## config.mk

```make
export PLATFORM = sky130hd
export DESIGN_NAME = muldiv_unit
export DESIGN_NICKNAME = d
export VERILOG_FILES = /design/src/rtl/muldiv_unit.sv
export SDC_FILE = /design/constraint.sdc
export NUM_CORES = 1
export LEC_CHECK = 0
export CORE_ASPECT_RATIO = 1.4
export CORE_UTILIZATION = 30
export DETAILED_ROUTE_END_ITERATION = 10
export DONT_BUFFER_PORTS = 1
export HOLD_SLACK_MARGIN = 0.08
export PLACE_DENSITY = 0.47
export SKIP_CTS_REPAIR_TIMING = 1
export SYNTH_ARGS = -nofsm -noshare
export SYNTH_HDL_FRONTEND = slang
export SYNTH_SLANG_ARGS = --single-unit
```

## constraint.sdc

```tcl
create_clock -name clk -period 16.05 [get_ports clk]
set_input_delay 1.605 -clock clk [delete_from_list [all_inputs] [get_ports clk]]
set_output_delay 1.605 -clock clk [all_outputs]
set_load 0.05 [all_outputs]
```

## src/rtl/muldiv_unit.sv

```systemverilog
// Iterative multiply/divide engine producing the HI/LO pair.
// Shift-add multiply and restoring divide on magnitudes, sign fix at the end.
module muldiv_unit #(
  parameter int WIDTH = 32
) (
  input  logic             clk,
  input  logic             reset,
  input  logic             start,
  input  logic [1:0]       op,
  input  logic [WIDTH-1:0] src_a,
  input  logic [WIDTH-1:0] src_b,
  output logic             busy,
  output logic             done,
  output logic             div_zero,
  output logic [WIDTH-1:0] hi,
  output logic [WIDTH-1:0] lo
);

  localparam int CW = $clog2(WIDTH + 1);

  typedef enum logic [1:0] {
    IDLE,
    CALC,
    FIX
  } state_t;

  state_t             state, stateNext;
  logic [CW-1:0]      cnt, cntNext;
  logic [1:0]         opReg, opNext;
  logic               negRes, negResNext;
  logic               negRem, negRemNext;
  logic [WIDTH-1:0]   opnd, opndNext;
  logic [2*WIDTH-1:0] acc, accNext;
  logic [WIDTH-1:0]   hiNext, loNext;
  logic               doneNext, dzNext;

  logic               signedOp, divOp;
  logic               aNeg, bNeg;
  logic [WIDTH-1:0]   aMag, bMag;
  logic [WIDTH:0]     mulSum;
  logic [2*WIDTH-1:0] mulStep;
  logic [WIDTH:0]     remShift;
  logic [WIDTH-1:0]   remDiff;
  logic [2*WIDTH-1:0] divStep;
  logic [2*WIDTH-1:0] prodFix;
  logic [WIDTH-1:0]   quot, rem;

  assign signedOp = ~op[0];
  assign divOp    = op[1];
  assign aNeg     = signedOp & src_a[WIDTH-1];
  assign bNeg     = signedOp & src_b[WIDTH-1];
  assign aMag     = aNeg ? -src_a : src_a;
  assign bMag     = bNeg ? -src_b : src_b;

  // opnd holds the multiplicand or the divisor; acc low half the other operand
  assign mulSum  = {1'b0, acc[2*WIDTH-1:WIDTH]}
                 + (acc[0] ? {1'b0, opnd} : '0);
  assign mulStep = {mulSum, acc[WIDTH-1:1]};

  assign remShift = {acc[2*WIDTH-1:WIDTH], acc[WIDTH-1]};
  assign remDiff  = remShift[WIDTH-1:0] - opnd;
  assign divStep  = (remShift >= {1'b0, opnd})
                  ? {remDiff, acc[WIDTH-2:0], 1'b1}
                  : {remShift[WIDTH-1:0], acc[WIDTH-2:0], 1'b0};

  assign prodFix = negRes ? -acc : acc;
  assign quot    = negRes ? -acc[WIDTH-1:0] : acc[WIDTH-1:0];
  assign rem     = negRem ? -acc[2*WIDTH-1:WIDTH]
                          : acc[2*WIDTH-1:WIDTH];

  assign busy = (state != IDLE);

  always_comb begin
    stateNext  = state;
    cntNext    = cnt;
    opNext     = opReg;
    negResNext = negRes;
    negRemNext = negRem;
    opndNext   = opnd;
    accNext    = acc;
    hiNext     = hi;
    loNext     = lo;
    doneNext   = 1'b0;
    dzNext     = 1'b0;
    unique case (state)
      IDLE: begin
        if (start) begin
          if (divOp && (src_b == '0)) begin
            doneNext = 1'b1;
            dzNext   = 1'b1;
          end else begin
            opNext     = op;
            negResNext = aNeg ^ bNeg;
            negRemNext = aNeg;
            opndNext   = divOp ? bMag : aMag;
            accNext    = {{WIDTH{1'b0}}, divOp ? aMag : bMag};
            cntNext    = CW'(WIDTH);
            stateNext  = CALC;
          end
        end
      end
      CALC: begin
        cntNext = cnt - CW'(1);
        accNext = opReg[1] ? divStep : mulStep;
        if (cnt == CW'(1)) stateNext = FIX;
      end
      FIX: begin
        if (opReg[1]) begin
          hiNext = rem;
          loNext = quot;
        end else begin
          hiNext = prodFix[2*WIDTH-1:WIDTH];
          loNext = prodFix[WIDTH-1:0];
        end
        doneNext  = 1'b1;
        stateNext = IDLE;
      end
      default: stateNext = IDLE;
    endcase
  end

  always_ff @(posedge clk or posedge reset) begin
    if (reset) begin
      state    <= IDLE;
      cnt      <= '0;
      opReg    <= '0;
      negRes   <= 1'b0;
      negRem   <= 1'b0;
      opnd     <= '0;
      acc      <= '0;
      hi       <= '0;
      lo       <= '0;
      done     <= 1'b0;
      div_zero <= 1'b0;
    end else begin
      state    <= stateNext;
      cnt      <= cntNext;
      opReg    <= opNext;
      negRes   <= negResNext;
      negRem   <= negRemNext;
      opnd     <= opndNext;
      acc      <= accNext;
      hi       <= hiNext;
      lo       <= loNext;
      done     <= doneNext;
      div_zero <= dzNext;
    end
  end

endmodule

```

Word-level counts from Yosys, hierarchy flattened
Cells that the tools add are included.
{"block": "word_totals", "regBits": 174, "latchBits": 0, "ramBits": 0, "rom_bits": 0, "inputBits": 69, "out_inout_bits": 67, "word_cells": 65, "mem_count": 0}
{"block": "op_classes", "addsub": 8, "n_mul": 0, "div": 0, "order_cmp": 1, "n_eq_ne": 6, "n_shift": 0, "n_mux": 26, "bitwise": 5, "n_reduce_logical": 8}
{"cell": "$mux 64", "n": 5}
{"cell": "$mux 32", "n": 9}
{"cell": "$neg 32->32", "n": 4}
{"cell": "$pmux 64 s2", "n": 1}
{"cell": "$neg 64->64", "n": 1}
{"cell": "$add 32x32->33", "n": 1}
{"cell": "$ge 33x32->1", "n": 1}
{"cell": "$logic_not 32->1", "n": 1}
{"cell": "$sub 32x32->32", "n": 1}
{"cell": "$mux 6", "n": 2}
{"cell": "$pmux 6 s2", "n": 1}
{"cell": "$reduce_and 3->1", "n": 3}
{"cell": "$eq 6x1->1 const B", "n": 1}
{"cell": "$mux 2", "n": 3}
{"cell": "$ne 2x2->1 const B", "n": 3}
{"cell": "$sub 6x1->6 const B", "n": 1}
{"cell": "$pmux 2 s2", "n": 1}
{"cell": "$reduce_bool 2->1", "n": 2}
{"cell": "$mux 1", "n": 3}
{"cell": "$and 1x1->1", "n": 2}
{"cell": "$eq 2x1->1 const B", "n": 1}
{"cell": "$eq 2x2->1 const B", "n": 1}
{"cell": "$logic_not 2->1", "n": 1}
{"cell": "$not 1->1", "n": 2}
{"cell": "other kinds (3)", "n": 3}

Depth between registers and ports, before layout
{"block": "depth", "word_depth": 7, "mapped_depth": 14, "ltp_nobuf": 13}

Worst setup path after synthesis
Ideal clock, no wire load.
{"block": "synth_timing", "kind": "input to register", "from": "input src_b[13]", "to": "register acc[31]", "setup_time_ns": 0.121, "arrival_time_ns": 4.122, "t_required_ns": 15.929, "path_slack_ns": 11.807, "stages": 10, "n_path_buf": 2, "path_cell_list": "or4_1 > or4_1 > nor3_1 > nand4b_1 > nand2_1 > o21a_1 > clkbuf_1 > clkbuf_1 > a21oi_1 > a22o_1"}
{"block": "synth_via", "elab_chain_cells": 6, "elab_cells_between_ends": 10, "classes_between": "add/sub (1); eq/ne (1); mux (5); reduce/logical (3)"}
{"item": "start: declaration", "line": "11", "text": "input logic [WIDTH-1:0] src_b,"}
{"item": "$neg 32->32", "line": "53", "text": "assign bMag = bNeg ? -src_b : src_b;"}
{"item": "$mux 32", "line": "53"}
{"item": "$mux 32", "line": "96", "text": "accNext = {{WIDTH{1'b0}}, divOp ? aMag : bMag};"}
{"item": "$mux 64", "line": "88", "text": "if (divOp && (src_b == '0)) begin"}
{"item": "$mux 64", "line": "87", "text": "if (start) begin"}
{"item": "$pmux 64 s2", "line": "85", "text": "unique case (state)"}
{"item": "end signal: assignment", "line": "142", "text": "acc <= accNext;"}
{"item": "end: declaration", "line": "33", "text": "logic [2*WIDTH-1:0] acc, accNext;"}
Several ways; a longest one is shown, not always the timed one. The select of a mux whose other input is x is not followed.
A chain may end at the register's enable or synchronous reset.

Worst setup path after layout
{"block": "layout_timing", "from": "input src_b[13]", "to": "register cnt[5]"}
{"block": "layout_via", "elab_chain_cells": 4}
{"item": "$logic_not 32->1", "line": "88"}
{"item": "$logic_and 1x1->1", "line": "88"}
{"item": "$ne 2x2->1 (no source line)"}
{"item": "$reduce_and 3->1 (no source line)"}
{"item": "end signal: assignment", "line": "137", "text": "cnt <= cntNext;"}
{"item": "end: declaration", "line": "28", "text": "logic [CW-1:0] cnt, cntNext;"}
No other way between the ends.

==> qor.csv <==
metric,value,unit
peakVddDrop,0.000106,V
crit_fanout,26,
r2r_end,acc[62]$_DFFE_PP0P_,
setup_viol,0,
die_area,48900,um^2
cpMaxStageDelayCell,o21a_1,
reg2regPathDepth,13,
num_rows,94,
crit_type,input port to flip-flop,
path_clk_slew,0.08,ns
min_path_type,flip-flop to flip-flop,
cp.buffers_inverters,1,
initial_core_util,30.6,%
synth.top_cell.area_share,30.0,%
clkSinkCount,173,
routed_wl,53.8,mm
nets,1922,
cp.depth,10,
via_per_inst,5.50,
powerDensity,251,nW/um^2
hp-start,opnd[13]$_DFFE_PP0P_,
cts_made_buffers,17,
whs_path_depth,2,
netlist_area,14400,um^2
yosysSeqAreaShare,30.0,%
tritoncts,built,
ys.flop_type,dfrtp_1,
synth_edf_count,0,
final.period_utilization,31.0,%
overflow,0,
rsz0062_at_grt,false,
grt_pass1_wl,81.0,mm
synthArstFlopShare,100,%
gp_congestion,0.938,
yosysWarnings,0,
ys_top_cells_by_area,"dfrtp_1 30%, o21ai_0 8.2%, ha_1 6.1%",
hold_slack,0.484,ns
drive_gt1_share,4.07,%
status,"complete, no violations",
clockBufferDepth,2,
drtIter0Drc,1028,
vias,13300,
cp-end-kind,flip-flop,
grt_pass1_vias,13200,
dp_hpwl,42.3,mm
fin_util,32.9,%
coreArea,47200,um^2
place_ws,10.66,ns
rrSetupSlack,11.63,ns
tightest_slew,1.05,ns
hold_viol_final,0,
drv_slew,0,
drc,0,
die_y,261,um
cp_data_arrival_time,5.29,ns
fin_crit,4.97,ns
crit_path_cell_trace,or4_1 > or4_1 > nor3_1 > nand4b_1 > nand2_1 > o21a_1 > buf_4 > nor4_1 > xnor2_1 > nand2_1,
drtPass1Iterations,7,
cp_top_family,simple AND/OR/NAND/NOR gates,
root_buffer,clkbuf_16,
grt_antenna_before_repair,2,
setup_tns,0,ns
timing.final.ws_setup,11.08,ns
grt_max_degree,128,
p_leak,6.40,nW
skew,0.0152,ns
avgRoutedWirePerCell,22.2,um
critical_path.max_stage_delay,0.74,ns
reg2reg_from,acc[31]$_DFFE_PP0P_,
syn_inst,1855,
grt.total_usage,21.9,%
synth_top_area_cell,dfrtp_1,
total_power,3.89,mW
stdcell_count,2420,
ys_ff_latch,173,
worstSetupStartpointType,input port,
ios,136,
htreeDepth,4,
fmax,0.201,GHz
dp.cells,2386,
port_buffers,0,
min_to,opnd[13]$_DFFE_PP0P_,
final_area,15500,um^2
syn2layout_area_growth,7.56,%
maxCapViolations,0,
synth_fp_nets,1996,
clk_latency,0.46,ns
place_area,14900,um^2
slew-limit-headroom,29.8,%
ant_nets,0,
die_w,187,um
syn_avg_cell_area,7.77,um^2
ys_types,73,
required,16.37,ns
==> placed cells by master (no fill, tap or decap), types with 6 or more instances in the layout <==
master	n
o21ai_0	234
nand2_1	218
nor2_1	174
dfrtp_1	172
a21oi_1	148
xnor2_1	96
xor2_1	79
inv_1	71
ha_1	70
mux2i_1	55
nor3_1	38
nand3_1	33
a21o_1	29
a31oi_1	20
o31ai_1	19
nor4_1	18
buf_4	18
nor2b_1	17
a22oi_1	17
clkbuf_16	17
or4_1	15
nand2b_1	15
a211oi_1	15
o41ai_1	13
o211ai_1	12
o21a_1	11
and2_1	11
nor3b_1	10
or3_1	9
nand4_1	7
o22a_1	7
o221ai_1	7
nor4b_1	6
o21ai_1	6
and3_1	6
==> layout make-up <==
type | count | area, um^2
multi-input cells | 1498 | 9390
fillers | 5015 | 31700
inverters | 73 | 279
clock inverters | 13 | 128
diodes | 2 | 5.00
clock buffers | 19 | 453
well taps | 624 | 781
flip-flops and latches | 173 | 4330
repair buffers | 18 | 135
==> tightest hold or removal path, cell delays in order, from the launching register on <==
cell     delay, ns
dfrtp_1       0.34
nand2_1       0.05
o21ai_0       0.06
==> metal layers <==
| metal | global-route usage, % | vias to the layer above | routed length [um] |
|---|---|---|---|
| li1 | - | 6452 | - |
| met1 | 24.2 | 6393 | 20800 |
| met2 | 39.7 | 372 | 27500 |
| met3 | 3.35 | 96 | 2400 |
| met4 | 13.3 | 2 | 3060 |
| met5 | 0 | - | 16 |
==> worst max path at each step <==
stage               startpoint            endpoint
floorplan                reset  acc[0]$_DFFE_PP0P_
global placement     src_b[13]  cnt[5]$_DFFE_PP0P_
detailed placement   src_b[13]  cnt[5]$_DFFE_PP0P_
CTS                  src_b[13]  cnt[5]$_DFFE_PP0P_
global route          src_b[1]  cnt[5]$_DFFE_PP0P_
finish               src_b[13]  cnt[5]$_DFFE_PP0P_
==> synthesized netlist by cell type (all sizes together) (18+ instances only) <==
cell type  number
xnor2          96
nand3          33
a21oi         148
nor3           38
nor4           18
o21ai         241
clkbuf         97
ha             70
mux2i          55
a21o           29
xor2           79
dfrtp         173
a31oi          20
nand2         218
inv            73
o31ai          19
nor2          175
==> registers in the layout, summed over array words and instances, names as in the netlist <==
name      flops
negRem        1
hi           32
div_zero      1
cnt           6
lo           32
opReg         1
negRes        1
acc          64
done          1
state         2
opnd         32
==> report_power, final <==
part	internal, mW	switching, mW	total, mW	leakage, nW
Sequential	0.618	0.445	1.06	2.20
Clock	0.213	0.203	0.416	0.273
Combinational	0.965	1.44	2.41	3.92
==> cell families (layout without fill, tap and decap cells) <==
logic type,after synthesis,count (layout),share of synthesized area [%]
other cells,0,2,0
flops,173,173,30.0
fa+ha+maj,72,72,6.36
compound gates,587,587,24.3
buf+inv,184,123,5.00
mux,60,60,4.21
simple gates,604,604,19.4
xor+xnor,175,175,10.6
Note: power is estimated with default switching activity, not from simulation.
